File: src/rtl/ex_mem_pkg.sv
// EX/MEM shared constants: reset/write polarities and stall-vector indices.
package ex_mem_pkg;

  localparam logic RST_ENABLE    = 1'b1;
  localparam logic WRITE_DISABLE = 1'b0;

  localparam int STALL_W   = 6;
  localparam int STALL_PC  = 0;
  localparam int STALL_IF  = 1;
  localparam int STALL_ID  = 2;
  localparam int STALL_EX  = 3;
  localparam int STALL_MEM = 4;
  localparam int STALL_WB  = 5;

  localparam int CNT_W = 2;

endpackage

File: src/rtl/ex_mem.sv
// EX/MEM pipeline register; also parks the multi-cycle
// accumulate state (partial product and step count) while EX stalls.
module ex_mem
  import ex_mem_pkg::*;
#(
  parameter int REG_W  = 32,
  parameter int ADDR_W = 5
) (
  input  logic                 clk,
  input  logic                 rst,
  input  logic                 flush,
  input  logic [STALL_W-1:0]   stall,
  input  logic [ADDR_W-1:0]    ex_wd,
  input  logic                 ex_wreg,
  input  logic [REG_W-1:0]     ex_wdata,
  input  logic [REG_W-1:0]     ex_hi,
  input  logic [REG_W-1:0]     ex_lo,
  input  logic                 ex_whilo,
  input  logic [2*REG_W-1:0]   hilo_temp_i,
  input  logic [CNT_W-1:0]     cnt_i,
  output logic [ADDR_W-1:0]    mem_wd,
  output logic                 mem_wreg,
  output logic [REG_W-1:0]     mem_wdata,
  output logic [REG_W-1:0]     mem_hi,
  output logic [REG_W-1:0]     mem_lo,
  output logic                 mem_whilo,
  output logic [2*REG_W-1:0]   hilo_temp_o,
  output logic [CNT_W-1:0]     cnt_o
);

  logic [ADDR_W-1:0]  wd_q;
  logic               wreg_q;
  logic [REG_W-1:0]   wdata_q;
  logic [REG_W-1:0]   hi_q;
  logic [REG_W-1:0]   lo_q;
  logic               whilo_q;
  logic [2*REG_W-1:0] htmp_q;
  logic [CNT_W-1:0]   cnt_q;

  logic ex_stl;
  logic mem_stl;

  assign ex_stl  = stall[STALL_EX];
  assign mem_stl = stall[STALL_MEM];

  always_ff @(posedge clk) begin
    if (rst == RST_ENABLE || flush) begin
      wd_q    <= '0;
      wreg_q  <= WRITE_DISABLE;
      wdata_q <= '0;
      hi_q    <= '0;
      lo_q    <= '0;
      whilo_q <= WRITE_DISABLE;
      htmp_q  <= '0;
      cnt_q   <= '0;
    end else if (ex_stl && !mem_stl) begin
      // Bubble into MEM, but keep the accumulate state for EX's retry.
      wd_q    <= '0;
      wreg_q  <= WRITE_DISABLE;
      wdata_q <= '0;
      hi_q    <= '0;
      lo_q    <= '0;
      whilo_q <= WRITE_DISABLE;
      htmp_q  <= hilo_temp_i;
      cnt_q   <= cnt_i;
    end else if (!ex_stl) begin
      wd_q    <= ex_wd;
      wreg_q  <= ex_wreg;
      wdata_q <= ex_wdata;
      hi_q    <= ex_hi;
      lo_q    <= ex_lo;
      whilo_q <= ex_whilo;
      htmp_q  <= '0;
      cnt_q   <= '0;
    end
  end

  assign mem_wd      = wd_q;
  assign mem_wreg    = wreg_q;
  assign mem_wdata   = wdata_q;
  assign mem_hi      = hi_q;
  assign mem_lo      = lo_q;
  assign mem_whilo   = whilo_q;
  assign hilo_temp_o = htmp_q;
  assign cnt_o       = cnt_q;

endmodule

File: config.mk
export PLATFORM = sky130hd
export DESIGN_NAME = ex_mem
export DESIGN_NICKNAME = d
export VERILOG_FILES = /design/src/rtl/ex_mem_pkg.sv /design/src/rtl/ex_mem.sv
export SDC_FILE = /design/constraint.sdc
export NUM_CORES = 1
export LEC_CHECK = 0
export BUFFER_PORTS_ARGS = -buffer_cell sky130_fd_sc_hd__buf_2
export CAP_MARGIN = 30
export CORE_AREA = 2 2 136 138
export CTS_CLUSTER_DIAMETER = 200
export DETAILED_ROUTE_END_ITERATION = 8
export DIE_AREA = 0 0 138 140
export PLACE_DENSITY = 0.75
export REMOVE_ABC_BUFFERS = 1
export SLEW_MARGIN = 15
export SYNTH_ARGS = -nofsm -noshare
export SYNTH_HDL_FRONTEND = slang
export SYNTH_SLANG_ARGS = --single-unit
File: constraint.sdc
create_clock -name clk -period 0.95 [get_ports clk]
set_input_delay 0.0475 -clock clk [delete_from_list [all_inputs] [get_ports clk]]
set_output_delay 0.0475 -clock clk [all_outputs]
set_load 0.01 [all_outputs]
# Word level (Yosys, flattened, before mapping)
# Index checks and enable logic that the tools add are counted.
# word_totals
regBits,169
word_cells,17
# classes
n_eq_ne,1
n_mux,4
reduce_logical,4
# ops
cell,count
two-way mux 64 bit,2
two-way mux 2 bit,2
!= test 2 x 1 -> 1 bit (second input constant),1
OR reduction 2 bit,1
logical AND 1 bit,1
logical NOT 1 bit,1
logical OR 1 bit,1

# Depth between registers and ports, before layout
# logic_depth
depth_word,3
ltp_mapped,6
ltp_nobuf,2

# Worst setup path before layout
# OpenSTA, ideal clock, no wires.
# synth_timing
kind,input to register
startpoint,input stall[3]
endpoint,register htmp_q[56] (netlist: hilo_temp_o[56])
arrival_ps,909
required_time_ps,885
slack_ps,-24
path_stages,5
cell_sequence,buf_4 or3b_1 buf_6 buf_6 nor2_1
# synth_between
elab_chain_len,2
word_cells_on_any_way,3
classes_between,eq/ne (1); mux (1); reduce/logical (1)
# synth_rtl
item,line_no,text
"start, declared",ex_mem.sv:12,"input logic [STALL_W-1:0] stall,"
logical AND 1 bit,ex_mem.sv:56,end else if (ex_stl && !mem_stl) begin
!= test 2 x 1 -> 1 bit (no line) / two-way mux 64 bit (equally long branches),n/a,
"end signal, assigned",ex_mem.sv:64,htmp_q <= hilo_temp_i;
"end, declared",ex_mem.sv:37,logic [2*REG_W-1:0] htmp_q;
# Parallel ways exist; a longest one is shown, timed or not.
# A chain may end at the register's enable or synchronous reset.

# Worst setup path in the final report
# layout_timing
startpoint,register htmp_q[30] (netlist: hilo_temp_o[30])
endpoint,output hilo_temp_o[30]
# layout_rtl
item,line_no,text
"end, declared",ex_mem.sv:27,"output logic [2*REG_W-1:0] hilo_temp_o,"
# No word-level cell between the ends.

==> implementation parameters <==
Parameter                              Value

Outcome
  Status ... finished with violations
  Violations in the final reports ... negative hold slack

Yosys
  Post-synth top cells ... 169 x sky130_fd_sc_hd__dfxtp_1, 103 x sky130_fd_sc_hd__a21oi_1, 103 x sky130_fd_sc_hd__nand2b_1, 103 x sky130_fd_sc_hd__nand3_1
  Synth Register Bits ... 169
  Area of the mapped netlist ... ~6300 um2
  Mapped Cells ... 673
  Cell type with the largest total area after synthesis ... sky130_fd_sc_hd__dfxtp_1
  Most frequent cell after synthesis ... sky130_fd_sc_hd__dfxtp_1
  EDFF count, synth ... 0
  Sequential-to-total area share from yosys stat ... 0.538
  Top-area cell type share of the netlist area ... 0.538
  Library cells used by synthesis ... 13
  Dominant cells by area after synthesis ... sky130_fd_sc_hd__dfxtp_1 54%, sky130_fd_sc_hd__mux2i_1 11%, sky130_fd_sc_hd__nand2b_1 10%, sky130_fd_sc_hd__a21oi_1 8.2%, sky130_fd_sc_hd__nand3_1 8.2%
  Synth async-reset ratio ... 0
  Syn avg cell area ... slightly above 9 um2
  Most used DFF post-synth ... sky130_fd_sc_hd__dfxtp_1
  Yosys synthesis warning count ... 0

Setup path
  Worst path arrival time ... a little under 0.9 ns
  Cell-by-cell listing of the critical path ... buf_6
  Kind of cell adding the most delay to the critical path ... flip-flops
  Worst path required time ... 0.90 ns
  Bufs and invs on worst path ... 1
  Kind of end point of the critical path ... output port
  Crit-path max FO ... 2
  Cell with the largest stage delay on the worst path ... sky130_fd_sc_hd__dfxtp_2
  Critical Path Max Stage Delay ... 0.37 ns
  Critical Path Start Type ... flip-flop
  Class of the most critical setup path ... flip-flop to output port

Die
  Number of placement rows ... around 50
  Die height ... ~140 um
  Number of top-level design ports ... between 300 and 400
  Full die area ... between 15000 and 20000 um2
  Area inside the core boundary ... 17800 um2
  Die width ... 138 um
  Effective utilization at floorplan ... 0.353

Power and ir drop
  Leakage power ... around 5.1 nW
  Power density over the cells ... 1450 nW/um2
  Largest voltage drop on the vdd net ... ~0.0011 V

Clocking
  Max Root-Sink Buffers ... 2
  Clock latency at the later pin of the worst-skew pair ... approximately 0.4 ns
  Number of H-tree branching levels ... 4
  Total clock sinks ... 169
  CTS clk-pin slew, worst paths ... 0.07 ns
  TritonCTS clock tree ... built
  Clock Root Buffer ... sky130_fd_sc_hd__clkbuf_16
  Clock buffers created by TritonCTS ... 17

Finish
  Growth of design area from synthesis to finish ... 82.2%
  Filler Cells Inserted ... 1306
  Combined area of the multi-input logic cells ... approximately 2600 um2
  Final Instance Area ... 11500 um2
  Fraction of final layout cells with drive strength greater than 1 ... 0.481
  Final cell utilization of the core ... 0.644
  Register area ... around 3600 um2
  Final-stage net count ... approximately 1300

Placement
  Number of input and output port buffers inserted ... about 340
  Final Wtd Congestion ... about 0.78
  Area post-placement ... slightly above 8000 um2
  Half-perimeter wire length after detailed placement ... ~13 mm

Detailed routing
  Remaining antenna violation count ... 0
  Number of search-and-repair iterations in the first detailed-routing pass ... 5
  Number of design rule violations left after detail routing ... 0
  Routed vias/inst ... about 5
  Via count ... ~7000
  Total Wirelength ... roughly 24 mm
  Iteration-0 DRC count of the detailed router ... between 300 and 400
  Average wire length per cell after detail routing ... approximately 17 um

STA
  Final Max Tran Viols ... 0
  Final period util ... 0.991
  Hold Vio Cnt, Final ... 2
  Setup_tns ... 0 ns
  Worst Clk Skew ... 0 ns
  RSZ-0062 raised after global routing ... true
  Final hold slack ... -0.000533 ns
  Worst Max-Slew Pin Slew ... 0.304 ns
  Maximum operating frequency ... between 1000 and 1500 MHz
  Worst slew slack as a fraction of its limit ... 0.797
  Min Clock Period, post-route ... between 0.9 and 1 ns
  Final count of negative-setup-slack endpoints ... 0

Flow run
  Number of violations of the max-capacitance limit ... 0

Worst hold path
  Class of the tightest hold or removal check ... input port to flip-flop

Global routing
  Global-route total usage across every layer ... 0.213
  Final global-route overflow total ... 0
  Vias in the first global route ... about 6600
  Antenna violations before repair ... 0
  Largest net degree at the start of global routing ... 93
  Wire length of the first global-routing pass ... between 30 and 40 mm
==> kinds of logic (layout without fill, tap and decap cells) <==
| logic type | count (synthesis) | after routing | share of synthesized area |
|---|---|---|---|
| AOI/OAI and AO/OA | 103 | 103 | 0.0820 |
| DFF | 169 | 169 | 0.538 |
| muxes | 66 | 66 | 0.105 |
| other | 0 | 1 | 0 |
| and+or+nand+nor | 274 | 274 | 0.226 |
| buffers and inverters | 61 | 571 | 0.0482 |
==> layout by cell type (no fill, tap or decap), types with 2 or more instances in the layout <==
cell,instances
sky130_fd_sc_hd__a21oi_1,103
sky130_fd_sc_hd__buf_12,8
sky130_fd_sc_hd__buf_2,232
sky130_fd_sc_hd__buf_4,23
sky130_fd_sc_hd__buf_6,107
sky130_fd_sc_hd__clkbuf_16,17
sky130_fd_sc_hd__clkinv_4,2
sky130_fd_sc_hd__clkinvlp_4,2
sky130_fd_sc_hd__dfxtp_1,3
sky130_fd_sc_hd__dfxtp_2,166
sky130_fd_sc_hd__dlygate4sd3_1,169
sky130_fd_sc_hd__inv_6,4
sky130_fd_sc_hd__inv_8,3
sky130_fd_sc_hd__mux2i_1,66
sky130_fd_sc_hd__nand2b_1,103
sky130_fd_sc_hd__nand3_1,103
sky130_fd_sc_hd__nor2_1,66
==> stage by stage <==
stage | power (mW) | cells | worst slack (ns)
floorplan | 8.07 | 612 | -0.497
global placement | 9.03 | 1200 | -0.146
detailed placement | 9.05 | 1200 | -0.178
CTS | 16.5 | 1403 | 0.000257
global route | 17.2 | 1412 | -0.0331
finish | 16.6 | 1413 | 0.00848
==> what timing repair did <==
item | CTS | global route
endpoints found under the hold margin | 169 | 0
hold buffers | 169 | 0
setup endpoints to repair | 68 | 153
gates resized for setup | 86 | 204
buffers inserted | 2 | 9
pin swaps | 0 | 0
==> layout make-up <==
cell class / count / share of cell area
timing repair buffer: 539 / 0.383
sequential: 169 / 0.314
multi-input combinational: 443 / 0.227
clock buffer: 19 / 0.0387
tap: 229 / 0.0250
clock inverter: 13 / 0.0119
antenna: 1 / 0.000219
==> layer usage <==
layer | routed length (um) | GRT usage | vias up
li1 | - | - | 3257
met1 | 8990 | 0.243 | 3219
met2 | 12400 | 0.371 | 383
met3 | 1960 | 0.0656 | 56
met4 | 748 | 0.0918 | 0
met5 | 0 | 0 | -
==> flip-flops by register name, summed over array words and instances (netlist names) <==
register	flops
hilo_temp_o	64
mem_lo	32
mem_wreg	1
cnt_o	2
mem_whilo	1
mem_wdata	32
mem_wd	5
mem_hi	32
==> final timing paths <==
kind	endpoint	slack [ns]	startpoint	cells past startpoint
max	hilo_temp_o[30]	0.008	hilo_temp_o[30]$_SDFFE_PP0P_	1
min	mem_wdata[16]$_SDFFE_PP0N_	-0.0005	rst	3
max reg2reg	hilo_temp_o[38]$_SDFFE_PP0P_	0.08	hilo_temp_o[38]$_SDFFE_PP0P_	3
min reg2reg	mem_hi[16]$_SDFFE_PP0N_	0.48	mem_hi[16]$_SDFFE_PP0N_	2
==> power by group <==
part           switching [mW]  internal (mW)  leakage, nW
combinational           0.995           1.34         3.41
sequential              0.123           7.29         1.45
clock                    3.06           3.78        0.281
total                    4.18           12.4         5.14
Power figures use the tool's default switching activity.
